File: config.mk
export PLATFORM = sky130hd
export DESIGN_NAME = mem_stage_controller
export DESIGN_NICKNAME = d
export VERILOG_FILES = /design/src/rtl/mem_stage_controller.sv
export SDC_FILE = /design/constraint.sdc
export NUM_CORES = 1
export LEC_CHECK = 0
export CORE_MARGIN = 4
export CORE_UTILIZATION = 41
export CTS_CLUSTER_SIZE = 25
export DETAILED_ROUTE_END_ITERATION = 8
export PLACE_DENSITY = 0.83
export SLEW_MARGIN = 20
export SYNTH_ARGS = -nofsm -noshare
export SYNTH_HDL_FRONTEND = slang
export SYNTH_SLANG_ARGS = --single-unit
File: constraint.sdc
create_clock -name i_Clk -period 2.02 [get_ports i_Clk]
set_input_delay 0.404 -clock i_Clk [delete_from_list [all_inputs] [get_ports i_Clk]]
set_output_delay 0.404 -clock i_Clk [all_outputs]
set_load 0.02 [all_outputs]
File: src/rtl/mem_stage_controller.sv
// M-stage data-memory sequencer: drives a req/gnt/rvalid bus for the instruction
// held in EX/MEM, stalls the upstream pipeline and bubbles writeback while an
// access is in flight, and aborts accesses that exceed a cycle budget.
module mem_stage_controller #(
    parameter int unsigned TIMEOUT_CYCLES = 255,
    parameter int unsigned CNT_W          = 8
) (
    input  logic        i_Clk,
    input  logic        i_Reset,
    input  logic        i_MemReadM,
    input  logic        i_MemWriteM,
    input  logic [31:0] i_ALUResultM,
    input  logic [31:0] i_WriteDataM,
    input  logic [3:0]  i_ByteEnM,
    output logic        o_MemReq,
    output logic        o_MemWe,
    output logic [31:0] o_MemAddr,
    output logic [31:0] o_MemWData,
    output logic [3:0]  o_MemBe,
    input  logic        i_MemGnt,
    input  logic        i_MemRValid,
    input  logic [31:0] i_MemRData,
    output logic [31:0] o_ReadDataM,
    output logic        o_StallM,
    output logic        o_FlushW,
    output logic        o_MemErr
);

    localparam int unsigned ADDR_W = 32;
    localparam int unsigned DATA_W = 32;
    localparam int unsigned BE_W   = 4;

    // Counter value seen in the last REQ/WAIT cycle an access may occupy.
    localparam logic [CNT_W-1:0] CNT_LAST = CNT_W'(TIMEOUT_CYCLES - 1);

    typedef enum logic [1:0] {
        S_IDLE = 2'd0,
        S_REQ  = 2'd1,
        S_WAIT = 2'd2,
        S_DONE = 2'd3
    } state_e;

    state_e              state_q, state_d;
    logic [CNT_W-1:0]    cnt_q,   cnt_d;
    logic                we_q,    we_d;
    logic [ADDR_W-1:0]   addr_q,  addr_d;
    logic [DATA_W-1:0]   wdata_q, wdata_d;
    logic [BE_W-1:0]     be_q,    be_d;
    logic [DATA_W-1:0]   rdata_q, rdata_d;
    logic                req_q,   req_d;
    logic                err_q,   err_d;

    logic                access_c;
    logic                timeout_c;
    logic                req_done_c;
    logic                stall_c;

    assign access_c  = i_MemReadM | i_MemWriteM;
    assign timeout_c = (cnt_q == CNT_LAST);

    // A granted store completes at once; a granted load completes only if its data is already back.
    assign req_done_c = i_MemGnt & (we_q | i_MemRValid);

    // State and datapath registers; reset aborts any in-flight access.
    always_ff @(posedge i_Clk or negedge i_Reset) begin
        if (!i_Reset) begin
            state_q <= S_IDLE;
            cnt_q   <= '0;
            we_q    <= 1'b0;
            addr_q  <= '0;
            wdata_q <= '0;
            be_q    <= '0;
            rdata_q <= '0;
            req_q   <= 1'b0;
            err_q   <= 1'b0;
        end else begin
            state_q <= state_d;
            cnt_q   <= cnt_d;
            we_q    <= we_d;
            addr_q  <= addr_d;
            wdata_q <= wdata_d;
            be_q    <= be_d;
            rdata_q <= rdata_d;
            req_q   <= req_d;
            err_q   <= err_d;
        end
    end

    // Next-state, bus latching, load capture and timeout handling.
    always_comb begin
        state_d = state_q;
        cnt_d   = cnt_q;
        we_d    = we_q;
        addr_d  = addr_q;
        wdata_d = wdata_q;
        be_d    = be_q;
        rdata_d = rdata_q;
        err_d   = 1'b0;

        case (state_q)
            S_IDLE: begin
                if (access_c) begin
                    // Store wins when both read and write are flagged.
                    we_d    = i_MemWriteM;
                    addr_d  = i_ALUResultM;
                    wdata_d = i_WriteDataM;
                    be_d    = i_ByteEnM;
                    cnt_d   = '0;
                    state_d = S_REQ;
                end
            end

            S_REQ: begin
                cnt_d = cnt_q + CNT_W'(1);
                if (req_done_c) begin
                    if (!we_q) begin
                        rdata_d = i_MemRData;
                    end
                    state_d = S_DONE;
                end else if (timeout_c) begin
                    rdata_d = '0;
                    err_d   = 1'b1;
                    state_d = S_DONE;
                end else if (i_MemGnt) begin
                    state_d = S_WAIT;
                end
            end

            S_WAIT: begin
                cnt_d = cnt_q + CNT_W'(1);
                if (i_MemRValid) begin
                    rdata_d = i_MemRData;
                    state_d = S_DONE;
                end else if (timeout_c) begin
                    rdata_d = '0;
                    err_d   = 1'b1;
                    state_d = S_DONE;
                end
            end

            S_DONE: begin
                // M-stage inputs still describe the finished instruction here.
                state_d = S_IDLE;
            end

            default: begin
                state_d = S_IDLE;
            end
        endcase

        // Request is a registered decode of the state being entered.
        req_d = (state_d == S_REQ);
    end

    // Pipeline hold: a pending access in IDLE must stall in the same cycle it appears.
    assign stall_c = ((state_q == S_IDLE) & access_c) |
                     (state_q == S_REQ) |
                     (state_q == S_WAIT);

    assign o_MemReq    = req_q;
    assign o_MemWe     = we_q;
    assign o_MemAddr   = addr_q;
    assign o_MemWData  = wdata_q;
    assign o_MemBe     = be_q;
    assign o_ReadDataM = rdata_q;
    assign o_MemErr    = err_q;
    assign o_StallM    = stall_c;
    assign o_FlushW    = stall_c;

endmodule

# Yosys cells after proc, flatten, opt, wreduce, memory -nomap -nowiden
# Index checks and enable logic that the tools add are counted.
totals:
  register_bits: 113
  input_bits: 106
  word_cells: 48
op_classes:
  addsub: 1
  n_eq_ne: 7
  n_mux: 18
  n_bitwise: 6
  n_reduce_logical: 7
op_table:
  columns: ["cell", "n"]
  rows:
  - ["2-to-1 mux 32 bit", 4]
  - ["one-hot mux 32 bit (2 select lines)", 1]
  - ["one-hot mux 8 bit (2 select lines)", 1]
  - ["2-to-1 mux 2 bit", 6]
  - ["adder 8 x 1 -> 8 bit (second input constant)", 1]
  - ["equality test 8 bit (second input constant)", 1]
  - ["2-to-1 mux 8 bit", 1]
  - ["one-hot mux 2 bit (4 select lines)", 1]
  - ["AND reduction 2 bit", 3]
  - ["equality test 2 x 1 -> 1 bit (second input constant)", 2]
  - ["equality test 2 bit (second input constant)", 2]
  - ["bitwise OR 1 bit", 4]
  - ["nonzero test 2 bit", 2]
  - ["2-to-1 mux 1 bit", 3]
  - ["!= test 3 bit (second input constant)", 1]
  - ["AND 1 bit", 2]
  - ["logical NOT 2 bit", 1]
  - ["!= test 2 bit (second input constant)", 1]
  - ["one-hot mux 1 bit (2 select lines)", 1]
  - ["OR reduction 2 bit", 1]

# Longest topological paths before layout
# Gate-level depths: netlist of the first run.
depth:
  depth_word: 5
  ltp_mapped: 8
  depth_no_buf: 6

# Least setup slack after synthesis of the first run
# OpenSTA, ideal clock, no wires.
synth_timing:
  kind: "flip-flop to output port"
  startpoint: "reg state_q[0]"
  endpoint: "out o_StallM"
  arrival_time_ps: 1643
  required_ps: 1616
  path_slack_ps: -27
  stages_incl_launch_ff: 7
  n_path_buf: 2
  cell_sequence: "dfrtp_1 -> inv_1 -> ha_1 -> o21ai_1 -> clkbuf_1 -> nand2_1 -> buf_4"
synth_between:
  elab_chain_cells: 4
  word_cells_on_any_way: 6
  cone_classes: "eq/ne: 2; bitwise: 3; reduce/logical: 1"
synth_lines:
  columns: ["element", "line", "rtl"]
  rows:
  - ["from (decl)", "43", "state_e state_q, state_d;"]
  - ["from (signal assigned)", "77", "state_q <= state_d;"]
  - ["logical NOT 2 bit", "156", "assign stall_c = ((state_q == S_IDLE) & access_c) |"]
  - ["AND 1 bit", "156", null]
  - ["bitwise OR 1 bit", "156", null]
  - ["bitwise OR 1 bit *", "157", "(state_q == S_REQ) |"]
  - ["to (decl)", "24", "output logic o_StallM,"]
# Every way passes the cells marked *; elsewhere a longest branch is shown, timed or not.

# Worst setup path after layout of the first run
layout_timing:
  startpoint: "reg we_q (netlist: o_MemWe)"
  endpoint: "out o_MemWe"
layout_lines:
  columns: ["element", "line", "rtl"]
  rows:
  - ["from (decl)", "45", "logic we_q, we_d;"]
  - ["from (signal assigned)", "79", "we_q <= we_d;"]
  - ["to (decl)", "16", "output logic o_MemWe,"]
# No word-level cell between the ends.

==> results of run 1 <==
-- cell type report --
type / count / share of cell area [%]
Sequential cell: 113 / 37.96
Multi-Input combinational cell: 302 / 20.79
Clock buffer: 19 / 5.792
Inverter: 6 / 0.3022
Clock inverter: 13 / 1.847
Tap cell: 136 / 2.283
Timing Repair Buffer: 231 / 31.03
-- routing by layer --
metal	wire length, um	vias up	track usage (%)
met5	0	-	0
met4	289	0	7.612
met3	1104	31	7.439
met2	6593	196	36.00
met1	5168	1942	24.17
li1	-	1908	-
-- cell families after synthesis --
kind of cell,synth area share (%)
simple gates,20.65
flops,63.41
compound gates,10.35
buf+inv,2.862
fa+ha+maj,1.683
xor+xnor,0.5893
mux,0.4490
-- registers in the layout, summed over array words and instances, names as in the netlist --
| signal | flops |
|---|---|
| o_MemAddr | 32 |
| cnt_q | 8 |
| o_MemBe | 4 |
| o_MemReq | 1 |
| o_ReadDataM | 32 |
| o_MemWData | 32 |
| o_MemWe | 1 |
| state_q | 2 |
| o_MemErr | 1 |
-- placed cells by master (no fill, tap or decap), drive strengths merged, types with 2 or more instances in the layout --
master / netlist / layout
clkinvlp: 0 / 3
and3: 2 / 2
o21a: 3 / 3
buf: 13 / 23
clkinv: 0 / 7
mux2i: 2 / 2
a21oi: 4 / 4
nand2: 212 / 212
clkdlybuf4s50: 0 / 207
a31oi: 2 / 2
clkbuf: 10 / 19
nand3: 2 / 2
o2111ai: 3 / 3
a22o: 33 / 33
ha: 6 / 6
dfrtp: 113 / 113
o21ai: 6 / 6
nor2: 9 / 9
inv: 6 / 7
bufinv: 0 / 2
xor2: 3 / 3
-- metrics by stage --
stage,setup TNS (ps),cell area (um2),setup WS [ps]
2_1_floorplan,0,4461,68.42
3_3_place_gp,-2789,6822,-141.9
3_5_place_dp,-3704,6822,-145.3
4_1_cts,0,7417,7.741
5_1_grt,0,7452,2.286
6_report,0,7452,71.87
-- path summary, 6_finish.rpt --
kind | startpoint | endpoint | slack (ps) | cells after the start
setup / recovery | o_MemWe$_DFFE_PN0P_ | o_MemWe | 70 | 1
hold / removal | i_Reset | o_ReadDataM[13]$_DFFE_PN0P_ | 350 | 2
setup reg to reg | state_q[0]$_DFF_PN0_ | o_ReadDataM[0]$_DFFE_PN0P_ | 120 | 8
hold reg to reg | o_MemAddr[23]$_DFFE_PN0P_ | o_MemAddr[23]$_DFFE_PN0P_ | 470 | 2
max in group asynchronous | i_Reset | o_MemWData[28]$_DFFE_PN0P_ | 1100 | 3
min in group i_Clk | i_WriteDataM[30] | o_MemWData[30]$_DFFE_PN0P_ | 430 | 3
-- where the power goes --
| group | switching, mW | internal (mW) | total, mW | leakage [nW] |
|---|---|---|---|---|
| sequential | 0.642 | 3.32 | 3.96 | 1.41 |
| combinational | 3.28 | 2.89 | 6.17 | 1.87 |
| clock | 1.02 | 1.78 | 2.80 | 0.274 |
| total | 4.94 | 7.99 | 12.9 | 3.55 |
-- what timing repair did --
action                                  CTS  global route
resized for setup                        16             7
hold buffers                              1             0
buffers inserted                          1             1
endpoints found under the setup margin    2             2
hold endpoints to repair                 24             0
pin swaps                                 1             1
==> results.json, run 1 <==
{
  "clkSinkCount": 113,
  "final_cells": 820,
  "drt-total-wl_um": 13160,
  "synthTopCellsByArea": "dfrtp_1, nand2_1, a22o_1",
  "grt_max_degree": 51,
  "antenna_found_initial": 0,
  "grt_pass1_wl_um": 21150,
  "finalSetupViolations": 0,
  "synth.top_cell.area_share_pct": 63.41,
  "fin_crit_sh_pct": 96.44,
  "slew_violations": 0,
  "io_pins": 211,
  "multi_input_area_um2": 1549,
  "ys.flop_type": "dfrtp_1",
  "drive_above_1_share_pct": 9.942,
  "place_congestion": 0.8390,
  "cts_root_buffer": "clkbuf_8",
  "cts_tree": "built",
  "dpl.cell_count": 785,
  "fin_worst_hold_slack_ps": 353.0,
  "drc": 0,
  "syn_inst": 444,
  "die_w_um": 112.3,
  "firstDrtPassIters": 4,
  "fp.dieArea_um2": 12610,
  "worstPathMaxFanout": 5,
  "rsz0062_at_grt": "no",
  "hold_violations": 0,
  "yosys.cell_count.top_type": "nand2_1",
  "track_usage_pct": 20.94,
  "grt_pass1_vias": 4175,
  "finalCriticalPeriod_ps": 1948,
  "final_nets": 783,
  "critPathMaxStageDelay_ps": 630,
  "drv_cap": 0,
  "cp.arrival_ps": 1540,
  "die_y_um": 112.3,
  "synthArstFlopShare_pct": 100.0,
  "power_mw": 12.93,
  "syn-cell-area_um2": 4459,
  "grt_overflow": 0,
  "status": "completed",
  "nFillCells": 732,
  "syn_nets": 556,
  "ff_latch_area_um2": 2829,
  "coreArea_um2": 10460,
  "cp-start-kind": "flop",
  "crit_type": "flop to output pin",
  "ys_top_cells_by_count": "nand2_1, dfrtp_1, a22o_1",
  "power_density_nw_per_um2": 1735,
  "critical-path-top-delay-family": "buffers and inverters",
  "final_util_pct": 71.23,
  "p_leak_nw": 3.553,
  "insertion_delay_ps": 510,
  "syn_avg_cell_area_um2": 10.04,
  "viasPerCell": 4.972,
  "ys_seq_elements": 113,
  "synth-edff-count": 0,
  "path_cells": "clkdlybuf4s50_1",
  "wl_per_cell_um": 16.04,
  "clock_path_buffers": 2,
  "yosysTopAreaCell": "dfrtp_1",
  "crit_buf_inv": 1,
  "slowest_stage": "clkdlybuf4s50_1",
  "ctsHtreeMaxLevel": 4,
  "ys_types": 37,
  "worst-endpoint-required_ps": 1620,
  "relSlewSlack_pct": 67.64,
  "ys_seq_area_share_pct": 63.41,
  "start_util_pct": 42.62,
  "ir_drop_v": 0.001217,
  "fmax_mhz": 513.3,
  "antenna_cells": 0,
  "worstSetupEndpointType": "output pin",
  "cts_buffers": 17,
  "ys_warn_count": 0,
  "min_path_type": "input port to asynchronous set/reset pin",
  "skew_ps": 16.06,
  "portBuffers": 210,
  "clk_pin_slew_ps": 60,
  "detail-route-antenna-nets": 0,
  "rows": 37,
  "drt-initial-drc-count": 219,
  "worst_pin_slew_ps": 485.5,
  "vias": 4077,
  "place_hpwl_um": 9732,
  "syn_to_final_growth_pct": 67.12
}
No activity file was read; power rests on OpenSTA's default activity.
==> run 2, diff against run 1 <==
--- a/config.mk
+++ b/config.mk
@@ -5,6 +5,7 @@
 export SDC_FILE = /design/constraint.sdc
 export NUM_CORES = 1
 export LEC_CHECK = 0
+export CORE_ASPECT_RATIO = 0.5
 export CORE_MARGIN = 4
 export CORE_UTILIZATION = 41
 export CTS_CLUSTER_SIZE = 25
==> results.json, run 2 (same netlist as run 1, synthesis figures left out) <==
{
  "fmax_mhz": 517.1,
  "relSlewSlack_pct": 75.35,
  "power_mw": 13.01,
  "drt-initial-drc-count": 212,
  "layout_common_cells": "nand2_1, clkdlybuf4s50_1, dfrtp_1",
  "slowest_stage": "dfrtp_1",
  "cts_root_buffer": "clkbuf_16",
  "clkSinkCount": 113,
  "drive_above_1_share_pct": 9.197,
  "path_cells": "buf_4 > ha_1 > buf_4 > and3b_1 > o21a_1 > a21oi_2 > buf_12 > a22o_1",
  "syn_to_final_growth_pct": 67.28,
  "worst-endpoint-required_ps": 2350,
  "clk_pin_slew_ps": 50,
  "worstSetupEndpointType": "flop",
  "portBuffers": 210,
  "coreArea_um2": 10410,
  "r2r_slack_ps": 90,
  "viasPerCell": 4.792,
  "cts_buffers": 17,
  "status": "completed",
  "grt_pass1_wl_um": 20830,
  "finalSetupViolations": 0,
  "insertion_delay_ps": 400,
  "critPathMaxStageDelay_ps": 390,
  "antenna_found_initial": 0,
  "ir_drop_v": 0.0007285,
  "crit_buf_inv": 3,
  "fp.dieArea_um2": 12710,
  "worstPathMaxFanout": 32,
  "critical-path-top-delay-family": "compound AO/OA/AOI/OAI gates",
  "die_y_um": 81.75,
  "grt_max_degree": 40,
  "slew_violations": 0,
  "die_w_um": 155.5,
  "p_leak_nw": 3.573,
  "io_pins": 211,
  "drc": 0,
  "drt-total-wl_um": 13160,
  "power_density_nw_per_um2": 1745,
  "final_util_pct": 71.66,
  "cp.arrival_ps": 2270,
  "detail-route-antenna-nets": 0,
  "ctsHtreeMaxLevel": 4,
  "track_usage_pct": 21.02,
  "vias": 3953,
  "fin_crit_sh_pct": 95.74,
  "start_util_pct": 42.84,
  "antenna_cells": 0,
  "grt_pass1_vias": 4037,
  "rows": 26,
  "firstDrtPassIters": 4,
  "final_common_cell": "nand2_1",
  "wl_per_cell_um": 15.95,
  "drv_cap": 0,
  "worst_pin_slew_ps": 366.4,
  "grt_overflow": 0,
  "crit_type": "flop to flop",
  "min_path_type": "input port to asynchronous set/reset pin",
  "cp-start-kind": "flop",
  "finalCriticalPeriod_ps": 1934,
  "cpMostUsedCell": "buf_4",
  "skew_ps": 8.057,
  "hold_violations": 0,
  "place_congestion": 0.8458,
  "cts_tree": "built",
  "place_hpwl_um": 9491,
  "final_nets": 785,
  "clock_path_buffers": 2
}
-- run 2: cell count changes in the layout (fill, tap and decap cells not counted), sizes merged --
cell	before	now
inv	7	6
bufinv	2	3
buf	23	25
clkinv	7	5
clkbuf	19	20
-- run 2: per-stage QoR --
step	hold slack (ps)	TNS [ps]	instances	setup WS (ps)	instance area (um2)
3_3_place_gp	302.0	-2900	791	-138.5	6842
2_1_floorplan	108.4	0	444	68.42	4461
5_1_grt	443.2	-9.320	825	-5.116	7460
3_5_place_dp	312.6	-4117	791	-151.0	6842
4_1_cts	421.5	0	824	44.34	7446
6_report	430.9	0	825	86.07	7460
-- run 2: power by group --
part,switching [mW],leakage [nW],internal (mW)
Sequential,0.601,1.41,3.32
Combinational,3.27,1.88,2.85
Clock,1.00,0.287,1.98
-- run 2: layout make-up --
class | instances | area (um2)
Sequential cell | 113 | 2828
Timing Repair Buffer | 233 | 2318
Clock inverter | 11 | 137.6
Inverter | 6 | 22.52
Tap cell | 140 | 175.2
Fill cell | 721 | 2950
Clock buffer | 20 | 456.7
Multi-Input combinational cell | 302 | 1521
-- run 2: worst paths after layout --
kind / end / from / cells after the start
hold reg to reg: o_MemWData[7]$_DFFE_PN0P_ / o_MemWData[7]$_DFFE_PN0P_ / 2
min in group i_Clk: o_MemWData[7]$_DFFE_PN0P_ / o_MemWData[7]$_DFFE_PN0P_ / 2
max in group asynchronous: o_MemWData[18]$_DFFE_PN0P_ / i_Reset / 3
hold / removal: o_MemWData[26]$_DFFE_PN0P_ / i_Reset / 2
setup reg to reg: o_ReadDataM[26]$_DFFE_PN0P_ / state_q[0]$_DFF_PN0_ / 8
setup / recovery: o_ReadDataM[26]$_DFFE_PN0P_ / state_q[0]$_DFF_PN0_ / 8
-- run 2: repair_timing --
action,in CTS,in global routing
gates resized for setup,9,2
endpoints found under the hold margin,16,0
hold buffers,1,0
setup buffers,1,1
setup endpoints to repair,2,6
-- run 2: layer usage --
metal | share of wire, % | track usage (%)
met5 | 0 | 0
met4 | 1.9 | 7.948
met1 | 41 | 25.42
met3 | 5.2 | 5.211
met2 | 52 | 37.11
-- run 2: worst register-to-register path, cell delays in order, from the launching register on --
cell and delay, ps:
dfrtp_1 390, buf_4 140, ha_1 210, buf_4 160
and3b_1 180, o21a_1 230, a21oi_2 160, buf_12 200
a22o_1 190
